==> src/rtl/ctl_gun_shot.sv <==
`timescale 1ns/1ps
// ctl_gun_shot: one Duck Hunt light-gun shot -- trigger debounce, black/target flash frames,
// hit/miss decision and per-round ammo. Define DH_BLACK_CHECK_EN to reject light seen during the black frame.
module ctl_gun_shot #(
  parameter int DEBOUNCE_CYCLES = 65000,
  parameter int PD_MIN_CYCLES   = 16,
  parameter int COOLDOWN_FRAMES = 10,
  parameter int AMMO            = 3
) (
  input  logic       clk,
  input  logic       rst,
  input  logic       new_frame,
  input  logic       round_start,
  input  logic       duck_show,
  input  logic       gun_trigger,
  input  logic       gun_photodetector,
  output logic       flash_black,
  output logic       flash_target,
  output logic       duck_hit,
  output logic       shot_miss,
  output logic [2:0] ammo,
  output logic       busy
);

  localparam int DB_W = (DEBOUNCE_CYCLES > 1) ? $clog2(DEBOUNCE_CYCLES) : 1;
  localparam int PD_W = $clog2(PD_MIN_CYCLES + 1);
  localparam int CD_W = $clog2(COOLDOWN_FRAMES + 1);

  localparam logic [DB_W-1:0] DB_LAST   = DB_W'(DEBOUNCE_CYCLES - 1);
  localparam logic [PD_W-1:0] PD_FULL   = PD_W'(PD_MIN_CYCLES);
  localparam logic [CD_W-1:0] CD_FULL   = CD_W'(COOLDOWN_FRAMES);
  localparam logic [2:0]      AMMO_FULL = 3'(AMMO);

  typedef enum logic [2:0] {
    IDLE,
    ARM,
    BLACK,
    TARGET,
    RESOLVE,
    COOLDOWN
  } state_t;

  state_t            state, state_next;
  logic              trig_meta, trig_sync, pd_meta, pd_sync;
  logic              trig_db, trig_db_d, trig_edge;
  logic [DB_W-1:0]   db_cnt;
  logic [PD_W-1:0]   pd_cnt;
  logic              light_seen, pd_clear;
  logic              hit_flag, hit_next;
  logic              cheat_flag, cheat_next;
  logic [CD_W-1:0]   cd_cnt, cd_next;
  logic [2:0]        ammo_next;

  // Synchronizers and trigger debounce; the debounced level only moves after a full stable run.
  // NOTE: sequential state uses non-blocking assignments so every flop samples pre-edge values.
  always_ff @(posedge clk or negedge rst) begin
    if (!rst) begin
      trig_meta <= 1'b0;
      trig_sync <= 1'b0;
      pd_meta   <= 1'b0;
      pd_sync   <= 1'b0;
      trig_db   <= 1'b0;
      trig_db_d <= 1'b0;
      db_cnt    <= '0;
    end else begin
      trig_meta <= gun_trigger;
      trig_sync <= trig_meta;
      pd_meta   <= gun_photodetector;
      pd_sync   <= pd_meta;
      trig_db_d <= trig_db;
      if (trig_sync == trig_db) begin
        db_cnt <= '0;
      end else if (db_cnt == DB_LAST) begin
        trig_db <= trig_sync;
        db_cnt  <= '0;
      end else begin
        db_cnt <= db_cnt + 1'b1;
      end
    end
  end

  assign trig_edge = trig_db & ~trig_db_d;

  // A light run must lie entirely inside one flash frame, so the counter restarts on frame entry.
  assign pd_clear   = (state_next != state) && ((state_next == BLACK) || (state_next == TARGET));
  assign light_seen = (pd_cnt == PD_FULL);

  always_ff @(posedge clk or negedge rst) begin
    if (!rst) begin
      pd_cnt <= '0;
    end else if (pd_clear || !pd_sync) begin
      pd_cnt <= '0;
    end else if (pd_cnt != PD_FULL) begin
      pd_cnt <= pd_cnt + 1'b1;
    end
  end

  // NOTE: every always_comb output gets a default first so no path leaves it unassigned (no latches).
  always_comb begin
    state_next = state;
    hit_next   = hit_flag;
    cheat_next = cheat_flag;
    cd_next    = cd_cnt;
    ammo_next  = ammo;

    case (state)
      IDLE: begin
        if (trig_edge && (ammo != 3'd0)) begin
          state_next = ARM;
          ammo_next  = ammo - 3'd1;
        end
      end
      ARM: begin
        if (new_frame) begin
          if (duck_show) begin
            state_next = BLACK;
          end else begin
            state_next = RESOLVE;
            hit_next   = 1'b0;
          end
        end
      end
      BLACK: begin
`ifdef DH_BLACK_CHECK_EN
        if (light_seen) cheat_next = 1'b1;
`endif
        if (new_frame) state_next = TARGET;
      end
      TARGET: begin
        if (light_seen) hit_next = 1'b1;
        if (new_frame) state_next = RESOLVE;
      end
      RESOLVE: begin
        hit_next   = 1'b0;
        cheat_next = 1'b0;
        cd_next    = '0;
        state_next = COOLDOWN;
      end
      COOLDOWN: begin
        if (new_frame && (cd_cnt != CD_FULL)) cd_next = cd_cnt + 1'b1;
        // A held trigger parks here; release is required before another shot.
        if ((cd_cnt == CD_FULL) && !trig_db) state_next = IDLE;
      end
      default: state_next = IDLE;
    endcase

    // A new round aborts everything, including a trigger edge in this same cycle.
    if (round_start) begin
      state_next = IDLE;
      hit_next   = 1'b0;
      cheat_next = 1'b0;
      cd_next    = '0;
      ammo_next  = AMMO_FULL;
    end
  end

  // Outputs are registered from next-state so they line up exactly with the state they describe.
  always_ff @(posedge clk or negedge rst) begin
    if (!rst) begin
      state        <= IDLE;
      hit_flag     <= 1'b0;
      cheat_flag   <= 1'b0;
      cd_cnt       <= '0;
      ammo         <= AMMO_FULL;
      flash_black  <= 1'b0;
      flash_target <= 1'b0;
      duck_hit     <= 1'b0;
      shot_miss    <= 1'b0;
    end else begin
      state        <= state_next;
      hit_flag     <= hit_next;
      cheat_flag   <= cheat_next;
      cd_cnt       <= cd_next;
      ammo         <= ammo_next;
      flash_black  <= (state_next == BLACK);
      flash_target <= (state_next == TARGET);
      duck_hit     <= (state_next == RESOLVE) && hit_next && !cheat_next;
      shot_miss    <= (state_next == RESOLVE) && !(hit_next && !cheat_next);
    end
  end

  assign busy = (state != IDLE);

endmodule

==> config.mk <==
export PLATFORM = sky130hd
export DESIGN_NAME = ctl_gun_shot
export DESIGN_NICKNAME = d
export VERILOG_FILES = /design/src/rtl/ctl_gun_shot.sv
export SDC_FILE = /design/constraint.sdc
export NUM_CORES = 1
export LEC_CHECK = 0
export ABC_CLOCK_PERIOD_IN_PS = 2500
export CAP_MARGIN = 20
export CORE_MARGIN = 2
export CORE_UTILIZATION = 35
export DETAILED_ROUTE_END_ITERATION = 6
export HOLD_SLACK_MARGIN = 0.12
export SLEW_MARGIN = 0
export SYNTH_ARGS = -nofsm -noshare
export SYNTH_HDL_FRONTEND = slang
export SYNTH_SLANG_ARGS = --single-unit
export TNS_END_PERCENT = 10
==> constraint.sdc <==
create_clock -name clk -period 2.5 [get_ports clk]
set_input_delay 0.5 -clock clk [delete_from_list [all_inputs] [get_ports clk]]
set_output_delay 0.5 -clock clk [all_outputs]
set_load 0.02 [all_outputs]
# After elaboration in Yosys (flattened, before gate mapping)
# Index checks and enable logic that the tools add are counted.
# classes
add_sub_neg	4
n_eq_ne	16
muxes	25
bitwise	3
n_reduce_logical	24
# op_table
cell	n
16-bit 2-to-1 mux	2
3-bit 2-to-1 mux	10
3-bit case mux with 6 select lines	1
16-bit by 1-bit adder with 16-bit output, second input constant	1
16-bit equality test, second input constant	1
3-bit by 2-bit equality test with 1-bit output, second input constant	4
5-bit 2-to-1 mux	2
3-bit equality test, second input constant	3
3-bit nonzero test	3
1-bit logical AND	8
4-bit 2-to-1 mux	2
4-bit case mux with 2 select lines	1
1-bit 2-to-1 mux	6
2-bit AND reduction	3
2-bit nonzero test	3
5-bit by 1-bit adder with 5-bit output, second input constant	1
5-bit equality test, second input constant	1
5-bit inequality test, second input constant	1
4-bit by 1-bit adder with 4-bit output, second input constant	1
4-bit equality test, second input constant	1
1-bit logical NOT	4
4-bit inequality test, second input constant	1
3-bit by 1-bit equality test with 1-bit output, second input constant	1
3-bit logical NOT	1
other kinds (8)	10
# word_totals
register_bits	43
in_bits	7
output_inout_bits	8
elab_cells	89

# Longest topological paths before layout
# depth
depth_word	11
ltp_mapped	7
mapped_depth_nobuf	6

# Worst setup path after synthesis
# No wires, ideal clock.
# synth_path
path_type	register -> register
start	register db_cnt[9]
end	register db_cnt[13]
setup_time_ns	0.119
arrival_time_ns	1.656
required_ns	2.381
path_slack_ns	0.726
stages_incl_launch_ff	7
path_buffers	2
synth_period_minus_slack_ns	1.774
path_cell_list	dfrtp_1 or4b_1 nor4_2 or2_1 buf_6 buf_8 nor2_1
# synth_between
elab_chain_cells	3
word_cells_on_any_way	4
cone_classes	1 x add/sub; 1 x eq/ne; 2 x mux
# synth_lines
element	line_no	source
from (decl)	46	logic [DB_W-1:0] db_cnt;
from (signal assigned)	77	db_cnt <= db_cnt + 1'b1;
16-bit by 1-bit adder with 16-bit output / 16-bit equality test (equally long branches)	77, 73	
16-bit 2-to-1 mux *	73	end else if (db_cnt == DB_LAST) begin
16-bit 2-to-1 mux *	71	if (trig_sync == trig_db) begin
# Every way passes the cells marked *; elsewhere a longest branch is shown, timed or not.
# A chain may end at the register's enable or synchronous reset.

# Worst setup path after layout
# layout_path
start	register state[2]
end	output busy
# layout_between
elab_chain_cells	1
# layout_lines
element	line_no	source
from (decl)	43	state_t state, state_next;
from (signal assigned)	170	state <= state_next;
3-bit nonzero test	182	assign busy = (state != IDLE);
to (decl)	22	output logic busy
# No other way between the ends.

==> results_dict.tcl <==
set metrics [dict create \
    status "finished clean" \
    syn_inst 210 \
    drive_gt1_share_pct 8.73 \
    final_hold_viol_count 0 \
    io_buffers 14 \
    hold_slack_ns 0.164 \
    critical_path.max_fanout 10 \
    relSlewSlack_pct 63.6 \
    cp.arrival_ns 1.73 \
    dr_wl_met3_microns 103 \
    top_layer "met4" \
    final_max_slew_viol_count 0 \
    via_count 1468 \
    crit-reg2reg-launch "db_cnt[9]$_DFF_PN0_" \
    synth-seq-cells 43 \
    syn_to_final_growth_pct 16.2 \
    fin_setup_tns_ns 0 \
    grt_overflow 0 \
    cts_resized 0 \
    wl_met2_mm 1.71 \
    ys_warn_count 0 \
    place_inst 296 \
    cp_cell_sequence "nor3_1 > inv_1 > clkdlybuf4s50_1" \
    fp-row-count 28 \
    p_per_area_mw_per_mm2 543 \
    grt_pass1_wl_mm 6.69 \
    ys_top_cells_by_area "dfrtp_1 (49%), xnor2_1 (5.4%), nor2_1 (5.3%)" \
    synth_area_sq_mm 0.00211 \
    post-dp-hpwl_mm 2.61 \
    setup_slack_ns 0.270 \
    finalWirelength_mm 3.80 \
    insertion_delay_ns 0.29 \
    grt_pass1_vias 1452 \
    final.fill_count 588 \
    post-synth-top-count-cell "dfrtp_1" \
    die_y_microns 81.7 \
    viasPerCell 4.83 \
    fp.dieArea_sq_mm 0.00667 \
    final_cell_count_no_fill 304 \
    track_usage_pct 13.1 \
    period_needed_ns 2.23 \
    finalCritPeriodShare_pct 89.2 \
    routedWlPerCell_microns 12.5 \
    drt_iter0_drc 90 \
    synth_edf_count 0 \
    utilization_pct 41.7 \
    ant_nets 0 \
    ys_seq_area_share_pct 51.1 \
    synth.net_count 224 \
    ys_top_cells_by_count "dfrtp_1 (41), nor2_1 (30), inv_1 (13), xnor2_1 (13), nand3_1 (11)" \
    clkSlewWorstSetupHoldPaths_ns 0.08 \
    nets 242 \
    cts-buffers-inserted 5 \
    ioPinCount 15 \
    start_util_pct 35.9 \
    fmax_mhz 448 \
    worst_pin_slew_ns 0.541 \
    antenna_found_initial 0 \
    start_kind "flip-flop" \
    post_cts_buffers 0 \
    required_ns 2.00 \
    synth.top_cell.area_share_pct 48.6 \
    min_path_type "input port to async pin" \
    grt_max_degree 44 \
    htreeDepth 2 \
    path_class "flip-flop to output port" \
    first_pass_iters 4 \
    drv_cap 0 \
    met1Wirelength_mm 1.92 \
    antenna_cells 0 \
    setup_viol 0 \
    rsz0062_at_grt "no" \
    synth_ff_type "dfrtp_1" \
    avgSynthCellArea_sq_um 10.1 \
    post-place-ws_ns 0.381 \
    finalClockSkew_ns 0.00356 \
    startpoint "state[2]$_DFF_PN0_" \
    place_congestion 0.740 \
    vdd_drop_max_uv 287 \
    clockBufferDepth 2 \
    synthArstFlopShare_pct 100 \
    clockRootBuffer "clkbuf_8" \
    synth_area_leader_cell "dfrtp_1" \
    cpPeakStageDelay_ns 0.54 \
    clkSinkCount 43 \
    crit_slowest_cell "clkdlybuf4s50_1" \
    crit_path_end_kind "output port" \
    p_leak_uw 0.00106 \
    drc_errors 0 \
    synth_cell_types 41 \
    cts_hold_buf 0 \
    cts_tree "yes" \
    die_width_microns 81.7 \
    core_area_sq_mm 0.00589 \
]
[routing by layer]
| layer | up-vias | global-route usage, % |
|---|---|---|
| met1 | 701 | 17.3 |
| met4 | 0 | 5.50 |
| met5 | - | 0 |
| met2 | 17 | 20.7 |
| met3 | 6 | 3.30 |
| li1 | 744 | - |
[stage by stage]
stage	cell area [sq um]	power [uW]
floorplan	2110	765
global placement	2340	798
detailed placement	2340	799
CTS	2450	1350
global route	2450	1400
finish	2450	1330
[where the power goes]
group	switching (uW)	internal (uW)	leakage, uW
combinational	38.0	28.2	0.000422
sequential	10.4	707	0.000580
clock	251	298	0.0000581
total	300	1030	0.00106
[critical path: cells and delay by family (launching register included)]
family	cells	cell delay, ns
and+or+nand+nor	1	0.34
buffers and inverters	2	0.61
DFF	1	0.49
[placed cells by master, fill, tap and decap left out, types with 2 or more instances in the layout]
cell type,synthesis,routed
nor2_1,30,30
nand4_1,5,5
xor2_1,7,7
nand2b_1,6,6
a21o_1,2,2
inv_1,13,13
dfstp_2,2,2
clkbuf_8,0,5
or3_1,4,4
ha_1,7,7
clkdlybuf4s50_1,0,13
xnor2_1,13,13
nor3_1,7,7
mux2i_1,3,3
buf_4,0,4
nand3_1,11,11
dfrtp_1,41,41
mux2_2,2,2
nor4_1,5,5
nand2_1,10,10
nor2b_1,5,5
a21oi_1,6,6
o21ai_0,5,5
[cell families after synthesis]
kind of cell / share of synthesized area [%]
xor+xnor: 8.30
simple gates: 22.9
buf+inv: 4.62
compound gates: 6.40
flops: 51.1
fa+ha+maj: 4.15
mux: 2.49
[area by class of cell]
| class | instances | area (sq um) | share of cell area [%] |
|---|---|---|---|
| clock buffers | 5 | 68.8 | 2.80 |
| flip-flops and latches | 43 | 1080 | 44.0 |
| clock inverters | 3 | 43.8 | 1.78 |
| well taps | 75 | 93.8 | 3.82 |
| inverters | 13 | 48.8 | 1.99 |
| repair buffers | 19 | 185 | 7.55 |
| multi-input cells | 146 | 935 | 38.1 |
[worst paths after layout]
kind	to	slack [ns]	depth (start not counted)
min	pd_cnt[0]$_DFFE_PN0P_	0.16	2
max in group asynchronous	ammo[1]$_DFFE_PN1P_	2.08	2
min reg2reg	pd_sync$_DFF_PN0_	0.35	0
min in group clk	pd_sync$_DFF_PN0_	0.35	0
max	busy	0.27	3
max reg2reg	db_cnt[5]$_DFF_PN0_	0.43	4
[registers in the layout (all words and copies together), names as in the netlist]
register	cells
pd_meta	1
cheat_flag	1
state	3
shot_miss	1
flash_target	1
duck_hit	1
flash_black	1
pd_sync	1
db_cnt	16
trig_db_d	1
trig_db	1
trig_meta	1
trig_sync	1
pd_cnt	5
ammo	3
hit_flag	1
cd_cnt	4
Note: power is estimated with default switching activity, not from simulation.
